**src/rtl/rapid_pkg.sv**
```systemverilog
// rapid_pkg: shared types and constants for the rapid core front end.
package rapid_pkg;

  // Fetch stage state; prefixed names keep them clear of other enums in the core.
  typedef enum logic [0:0] {
    FS_FETCH = 1'b0,
    FS_HALT  = 1'b1
  } fetch_state_t;

  // Every instruction is one 32-bit word.
  localparam int INSTR_BYTES = 4;

  // Native datapath width of the core.
  localparam int RAPID_XLEN = 32;

  // One prefetch queue entry: the pc and the instruction found there.
  // The fetch queue packs entries flat in this same field order (pc high, instr low).
  typedef struct packed {
    logic [RAPID_XLEN-1:0] pc;
    logic [RAPID_XLEN-1:0] instr;
  } fetch_entry_s;

endpackage

```
**src/rtl/rapid_sync_fifo.sv**
```systemverilog
// rapid_sync_fifo: register-based synchronous FIFO with flush and occupancy count.
// The head entry is read straight from the storage registers, so a write is
// visible at the output one cycle later (no write-to-read bypass).
module rapid_sync_fifo #(
  parameter int WIDTH = 64,
  parameter int DEPTH = 4
) (
  input  logic                     clk,
  input  logic                     reset,
  input  logic                     flush,
  input  logic                     push,
  input  logic [WIDTH-1:0]         push_data,
  input  logic                     pop,
  output logic                     pop_valid,
  output logic [WIDTH-1:0]         pop_data,
  output logic [$clog2(DEPTH):0]   count
);

  localparam int AW = $clog2(DEPTH);
  localparam int CW = AW + 1;

  logic [WIDTH-1:0] mem_q [DEPTH];
  logic [WIDTH-1:0] mem_d [DEPTH];
  logic [AW-1:0]    wr_ptr_q, wr_ptr_d;
  logic [AW-1:0]    rd_ptr_q, rd_ptr_d;
  logic [CW-1:0]    count_q, count_d;
  logic             do_push, do_pop;

  assign pop_valid = (count_q != '0);
  assign pop_data  = mem_q[rd_ptr_q];
  assign count     = count_q;

  // Pointer/count bookkeeping; a full FIFO still accepts a push when it pops in the same cycle.
  always_comb begin
    do_pop   = pop && (count_q != '0);
    do_push  = push && ((count_q != CW'(DEPTH)) || do_pop);
    mem_d    = mem_q;
    wr_ptr_d = wr_ptr_q + AW'(do_push);
    rd_ptr_d = rd_ptr_q + AW'(do_pop);
    count_d  = count_q + CW'(do_push) - CW'(do_pop);
    if (do_push) begin
      mem_d[wr_ptr_q] = push_data;
    end
    if (flush) begin
      wr_ptr_d = '0;
      rd_ptr_d = '0;
      count_d  = '0;
    end
  end

  // Storage and pointer registers.
  always_ff @(posedge clk or posedge reset) begin
    if (reset) begin
      for (int i = 0; i < DEPTH; i++) begin
        mem_q[i] <= '0;
      end
      wr_ptr_q <= '0;
      rd_ptr_q <= '0;
      count_q  <= '0;
    end else begin
      mem_q    <= mem_d;
      wr_ptr_q <= wr_ptr_d;
      rd_ptr_q <= rd_ptr_d;
      count_q  <= count_d;
    end
  end

endmodule

```
**src/rtl/rapid_fetch_queue.sv**
```systemverilog
// rapid_fetch_queue: in-order instruction fetch with a DEPTH-entry prefetch queue,
// redirect flush with stale-response discard, and halt/resume.
// Optional macro RAPID_FETCH_PERF_EN adds perf_fetched/perf_stall/perf_discarded counters.
module rapid_fetch_queue
  import rapid_pkg::*;
#(
  parameter int              XLEN         = 32,
  parameter logic [XLEN-1:0] RESET_VECTOR = '0,
  parameter int              DEPTH        = 4
) (
  input  logic            clk,
  input  logic            reset,
  output logic            mem_req_valid,
  input  logic            mem_req_ready,
  output logic [XLEN-1:0] mem_req_addr,
  input  logic            mem_rsp_valid,
  input  logic [XLEN-1:0] mem_rsp_data,
  output logic            out_valid,
  input  logic            out_ready,
  output logic [XLEN-1:0] out_pc,
  output logic [XLEN-1:0] out_instr,
  input  logic            redirect_valid,
  input  logic [XLEN-1:0] redirect_pc,
  input  logic            halt,
  output logic            halted
`ifdef RAPID_FETCH_PERF_EN
  ,
  output logic [31:0]     perf_fetched,
  output logic [31:0]     perf_stall,
  output logic [31:0]     perf_discarded
`endif
);

  localparam int CW = $clog2(DEPTH) + 1;
  localparam int SW = CW + 1;
  localparam logic [XLEN-1:0] PC_STEP = XLEN'(INSTR_BYTES);

  fetch_state_t    state_q, state_d;
  logic [XLEN-1:0] fetch_pc_q, fetch_pc_d;
  logic [XLEN-1:0] rsp_pc_q, rsp_pc_d;
  logic [CW-1:0]   outstanding_q, outstanding_d;
  logic [CW-1:0]   discard_q, discard_d;

  logic [CW-1:0]     fifo_count;
  logic [2*XLEN-1:0] fifo_head;
  logic [XLEN-1:0]   redirect_word;
  logic              credit_ok, req_fire, rsp_ok, rsp_push, rsp_drop;

  assign redirect_word = redirect_pc & ~XLEN'(3);

  // Request issue and response classification; credits reserve a queue slot for every request in flight.
  always_comb begin
    credit_ok     = (SW'(fifo_count) + SW'(outstanding_q)) < SW'(DEPTH);
    mem_req_valid = (state_q == FS_FETCH) && credit_ok && !redirect_valid && !reset;
    mem_req_addr  = fetch_pc_q;
    req_fire      = mem_req_valid && mem_req_ready;
    rsp_ok        = mem_rsp_valid && (outstanding_q != '0);
    rsp_push      = rsp_ok && (discard_q == '0) && !redirect_valid;
    rsp_drop      = rsp_ok && !rsp_push;
  end

  // Next-state for the FSM, the two pc pointers and the in-flight/discard counters.
  always_comb begin
    state_d       = state_q;
    fetch_pc_d    = fetch_pc_q;
    rsp_pc_d      = rsp_pc_q;
    outstanding_d = outstanding_q + CW'(req_fire) - CW'(rsp_ok);
    discard_d     = discard_q;
    case (state_q)
      FS_FETCH: if (halt && !redirect_valid) state_d = FS_HALT;
      FS_HALT:  if (redirect_valid) state_d = FS_FETCH;
      default:  state_d = FS_FETCH;
    endcase
    if (redirect_valid) begin
      // Every response still in flight is stale now, including ones already
      // marked for discard, since outstanding counts all of them.
      fetch_pc_d = redirect_word;
      rsp_pc_d   = redirect_word;
      discard_d  = outstanding_q - CW'(rsp_ok);
    end else begin
      if (req_fire) fetch_pc_d = fetch_pc_q + PC_STEP;
      if (rsp_push) rsp_pc_d = rsp_pc_q + PC_STEP;
      if (rsp_drop) discard_d = discard_q - CW'(1);
    end
  end

  // Control registers.
  always_ff @(posedge clk or posedge reset) begin
    if (reset) begin
      state_q       <= FS_FETCH;
      fetch_pc_q    <= RESET_VECTOR;
      rsp_pc_q      <= RESET_VECTOR;
      outstanding_q <= '0;
      discard_q     <= '0;
    end else begin
      state_q       <= state_d;
      fetch_pc_q    <= fetch_pc_d;
      rsp_pc_q      <= rsp_pc_d;
      outstanding_q <= outstanding_d;
      discard_q     <= discard_d;
    end
  end

  rapid_sync_fifo #(
    .WIDTH (2 * XLEN),
    .DEPTH (DEPTH)
  ) u_queue (
    .clk       (clk),
    .reset     (reset),
    .flush     (redirect_valid),
    .push      (rsp_push),
    .push_data ({rsp_pc_q, mem_rsp_data}),
    .pop       (out_ready),
    .pop_valid (out_valid),
    .pop_data  (fifo_head),
    .count     (fifo_count)
  );

  assign out_pc    = fifo_head[2*XLEN-1:XLEN];
  assign out_instr = fifo_head[XLEN-1:0];
  assign halted    = (state_q == FS_HALT) && (outstanding_q == '0);

  // A response with nothing outstanding breaks the cache protocol; it is ignored above.
  assert property (@(posedge clk) disable iff (reset) mem_rsp_valid |-> (outstanding_q != '0));

`ifdef RAPID_FETCH_PERF_EN
  logic [31:0] perf_fetched_q, perf_fetched_d;
  logic [31:0] perf_stall_q, perf_stall_d;
  logic [31:0] perf_discarded_q, perf_discarded_d;

  // Wrapping event counters: decode handshakes, starved fetch cycles, dropped responses.
  always_comb begin
    perf_fetched_d   = perf_fetched_q + 32'(out_valid && out_ready);
    perf_stall_d     = perf_stall_q + 32'((state_q == FS_FETCH) && !out_valid);
    perf_discarded_d = perf_discarded_q + 32'(rsp_drop);
  end

  // Performance counter registers.
  always_ff @(posedge clk or posedge reset) begin
    if (reset) begin
      perf_fetched_q   <= '0;
      perf_stall_q     <= '0;
      perf_discarded_q <= '0;
    end else begin
      perf_fetched_q   <= perf_fetched_d;
      perf_stall_q     <= perf_stall_d;
      perf_discarded_q <= perf_discarded_d;
    end
  end

  assign perf_fetched   = perf_fetched_q;
  assign perf_stall     = perf_stall_q;
  assign perf_discarded = perf_discarded_q;
`endif

endmodule

```
**config.mk**
```make
export PLATFORM = sky130hd
export DESIGN_NAME = rapid_fetch_queue
export DESIGN_NICKNAME = d
export VERILOG_FILES = /design/src/rtl/rapid_pkg.sv /design/src/rtl/rapid_sync_fifo.sv /design/src/rtl/rapid_fetch_queue.sv
export SDC_FILE = /design/constraint.sdc
export NUM_CORES = 1
export LEC_CHECK = 0
export BUFFER_PORTS_ARGS = -buffer_cell sky130_fd_sc_hd__buf_2
export CAP_MARGIN = 20
export CORE_MARGIN = 3
export CORE_UTILIZATION = 40
export DETAILED_ROUTE_END_ITERATION = 10
export GPL_ROUTABILITY_DRIVEN = 0
export PLACE_DENSITY = 0.55
export SLEW_MARGIN = 20
export SYNTH_ARGS = -nofsm -noshare
export SYNTH_HDL_FRONTEND = slang
export SYNTH_SLANG_ARGS = --single-unit
```
**constraint.sdc**
```tcl
create_clock -name clk -period 12.3 [get_ports clk]
set_input_delay 2.46 -clock clk [delete_from_list [all_inputs] [get_ports clk]]
set_output_delay 2.46 -clock clk [all_outputs]
set_load 0.01 [all_outputs]
```
==> qor.yml <==
clock_network:
  cts-root-buf: "clkbuf_16"
  cts_buffers: 37
  htree_levels: 2
  clkTransAtPathRegs_ns: 0.06
  post_cts_buffers: 0
  clk_latency_ns: 0.52
  clock-sinks: 322
  cts-resized-gates: 0
  cts_hold_buf: 0
  cts_tree: "yes"
  clk_path_buf_depth: 3
synth:
  ys_seq_area_frac: 0.538
  async_flop_share: 1.00
  synthTopCellsByArea: "dfrtp_1 (54%), mux2_2 (18%), mux4_2 (9.3%)"
  ys_warn_count: 0
  netlist_area_um2: 15000
  avgSynthCellArea_um2: 14.0
  yosysTopAreaCellShare: 0.538
  ys_seq_elements: 322
  synth_ff_type: "dfrtp_1"
  synth_edf_count: 0
  yosys.area.top_type: "dfrtp_1"
  synthCells: 1073
  synth.distinct_cells: 53
routing:
  dr.pass1.iters: 4
  drcViolationCount: 0
  routed_wl_um: 34100
  drtIter0Drc: 282
  ant_nets: 0
  vias: 9266
  viasPerCell: 5.42
  avgRoutedWirePerCell_um: 19.9
timing:
  hold_violations: 0
  tightest_slew_ns: 1.06
  slew_headroom: 0.288
  setup_tns_ns: 0
  fin_skew_ns: 0.0215
  setup_viol: 0
  fin_crit_sh: 0.461
  slew_violations: 0
  whs_ns: 0.480
  rsz0062_at_grt: "no"
  finalWorstPathRequiredPeriod_ns: 5.67
  setup_slack_ns: 6.63
  fmax_mhz: 176
worst_setup_path:
  cp.required_ns: 9.84
  cp_slowest_stage_delay_ns: 0.30
  arrival_ns: 3.21
  cp_common_cell: "buf_2"
  crit_chain: "buf_2 > nor4_4 > and2_1 > buf_2"
  cp-startpoint: "redirect_valid"
  critical_path_class: "in2out"
  slowest_stage: "nor4_4"
  r2r-start: "outstanding_q[1]"
  crit_family: "simple AND/OR/NAND/NOR gates"
  critPathLaunchType: "input pin"
  crit_fanout: 4
  path_buf_inv: 2
  worst_setup_path_end_kind: "output pin"
layout:
  finish.instance_area_um2: 17400
  antenna_cells: 0
  n_fill_cell: 3335
  layout-drive-gt1-share: 0.450
  area_growth_syn_to_layout_pct: 16.3
  fin_nets: 1300
floorplan:
  rows: 70
  fp.dieW_um: 199
  io_pins: 170
  die_h_um: 199
  die-area_um2: 39800
  start_util: 0.407
  core_region_area_um2: 36800
pwr:
  finalPower_mw: 3.35
  ir_drop_uv: 75.7
  p_leak_nw: 8.20
  p_per_area_nw_per_um2: 192
placed_design:
  dp_hpwl_um: 21300
  port_buffers: 163
  dp_slack_ns: 6.63
  place_area_um2: 16100
global_routing:
  antenna_found_initial: 0
  grt_pass1_wl_um: 54500
  grt_max_degree: 129
  globalRouteTotalUtil: 0.173
  overflow: 0
  grt_pass1_vias: 9711
flow_run:
  drv_cap: 0
outcome:
  status: "finished clean"
hold_path:
  hp-class: "reg2reg"
  hp-start: "u_queue.mem_q[188]"
-- kinds of logic (layout without fill, tap and decap cells) --
family,after synthesis,count (layout),synth area share
compound gates,91,91,0.0387
xor+xnor,40,40,0.0234
fa+ha+maj,16,16,0.0144
buf+inv,100,265,0.0322
flops,322,322,0.538
mux,316,316,0.284
other cells,1,4,0.000250
simple gates,187,187,0.0691
-- cells in the final DEF, fill, tap and decap left out, drive strengths merged, types with 4 or more instances in the layout --
| cell | count |
|---|---|
| and4 | 5 |
| nand2 | 63 |
| conb | 4 |
| inv | 25 |
| a21oi | 12 |
| nand3 | 22 |
| dfrtp | 322 |
| or4 | 4 |
| nor4 | 8 |
| o21ai | 43 |
| and3 | 9 |
| nor2 | 28 |
| xor2 | 19 |
| a31oi | 4 |
| o211ai | 10 |
| clkbuf | 56 |
| and2 | 4 |
| o311ai | 12 |
| clkinv | 6 |
| o31a | 4 |
| ha | 14 |
| xnor2 | 21 |
| mux2 | 251 |
| mux4 | 62 |
| buf | 173 |
| nand4 | 23 |
| nor3 | 8 |
-- through the flow --
step | utilization | instances
after global routing | 0.473 | 1709
after floorplan | - | 1076
after CTS | 0.473 | 1709
after detailed placement | 0.438 | 1642
after global placement | 0.438 | 1642
final | 0.473 | 1709
-- registers in the layout, indices dropped and copies added (netlist names) --
signal            count
u_queue.count         3
state_q               1
u_queue.rd_ptr_q      2
outstanding_q         3
discard_q             3
u_queue.wr_ptr_q      2
u_queue.mem_q       248
mem_req_addr         30
rsp_pc_q             30
-- layout make-up --
cell class                      count  area [um^2]  share of cell area
Multi-Input combinational cell    654         6460               0.371
Tap cell                          468          586              0.0336
Sequential cell                   322         8060               0.463
Clock buffer                       56         1170              0.0672
Timing Repair Buffer              173          891              0.0512
Inverter                           25          101             0.00582
Clock inverter                     11          143             0.00819
-- cells in the mapped netlist (all sizes together) (9+ instances only) --
library cell	n
a21oi	12
and3	9
buf	49
clkbuf	26
dfrtp	322
ha	14
inv	24
mux2	251
mux4	62
nand2	63
nand3	22
nand4	23
nor2	28
o211ai	10
o21ai	43
o311ai	12
xnor2	21
xor2	19
-- power by group --
| part | internal (mW) | switching, mW |
|---|---|---|
| sequential | 1.22 | 0.162 |
| clock | 0.720 | 0.433 |
| combinational | 0.441 | 0.366 |
| total | 2.39 | 0.961 |
-- layer usage --
layer  share of wire  up-vias  global-route usage
met5               0        -                   0
met4           0.015        0              0.0375
met3           0.046       48              0.0322
met2            0.47      195               0.278
met1            0.47     4812               0.247
li1                -     4211                   -
-- worst paths after layout --
kind / to / slack [ns] / depth (start not counted)
worst max-delay path: mem_req_valid / 6.63 / 4
worst min-delay path: u_queue.mem_q[188] / 0.48 / 2
worst max register to register: outstanding_q[2] / 8.51 / 11
worst min register to register: u_queue.mem_q[188] / 0.48 / 2
max in group asynchronous: u_queue.rd_ptr_q[0] / 8.53 / 3
min in group asynchronous: outstanding_q[2] / 2.10 / 2
-- worst min-delay path, delay by kind of cell, from the launching register on --
| family | cells | cell delay (ns) |
|---|---|---|
| DFF | 1 | 0.34 |
| AOI/OAI and AO/OA | 1 | 0.06 |
| and+or+nand+nor | 1 | 0.05 |
Power figures use the tool's default switching activity.
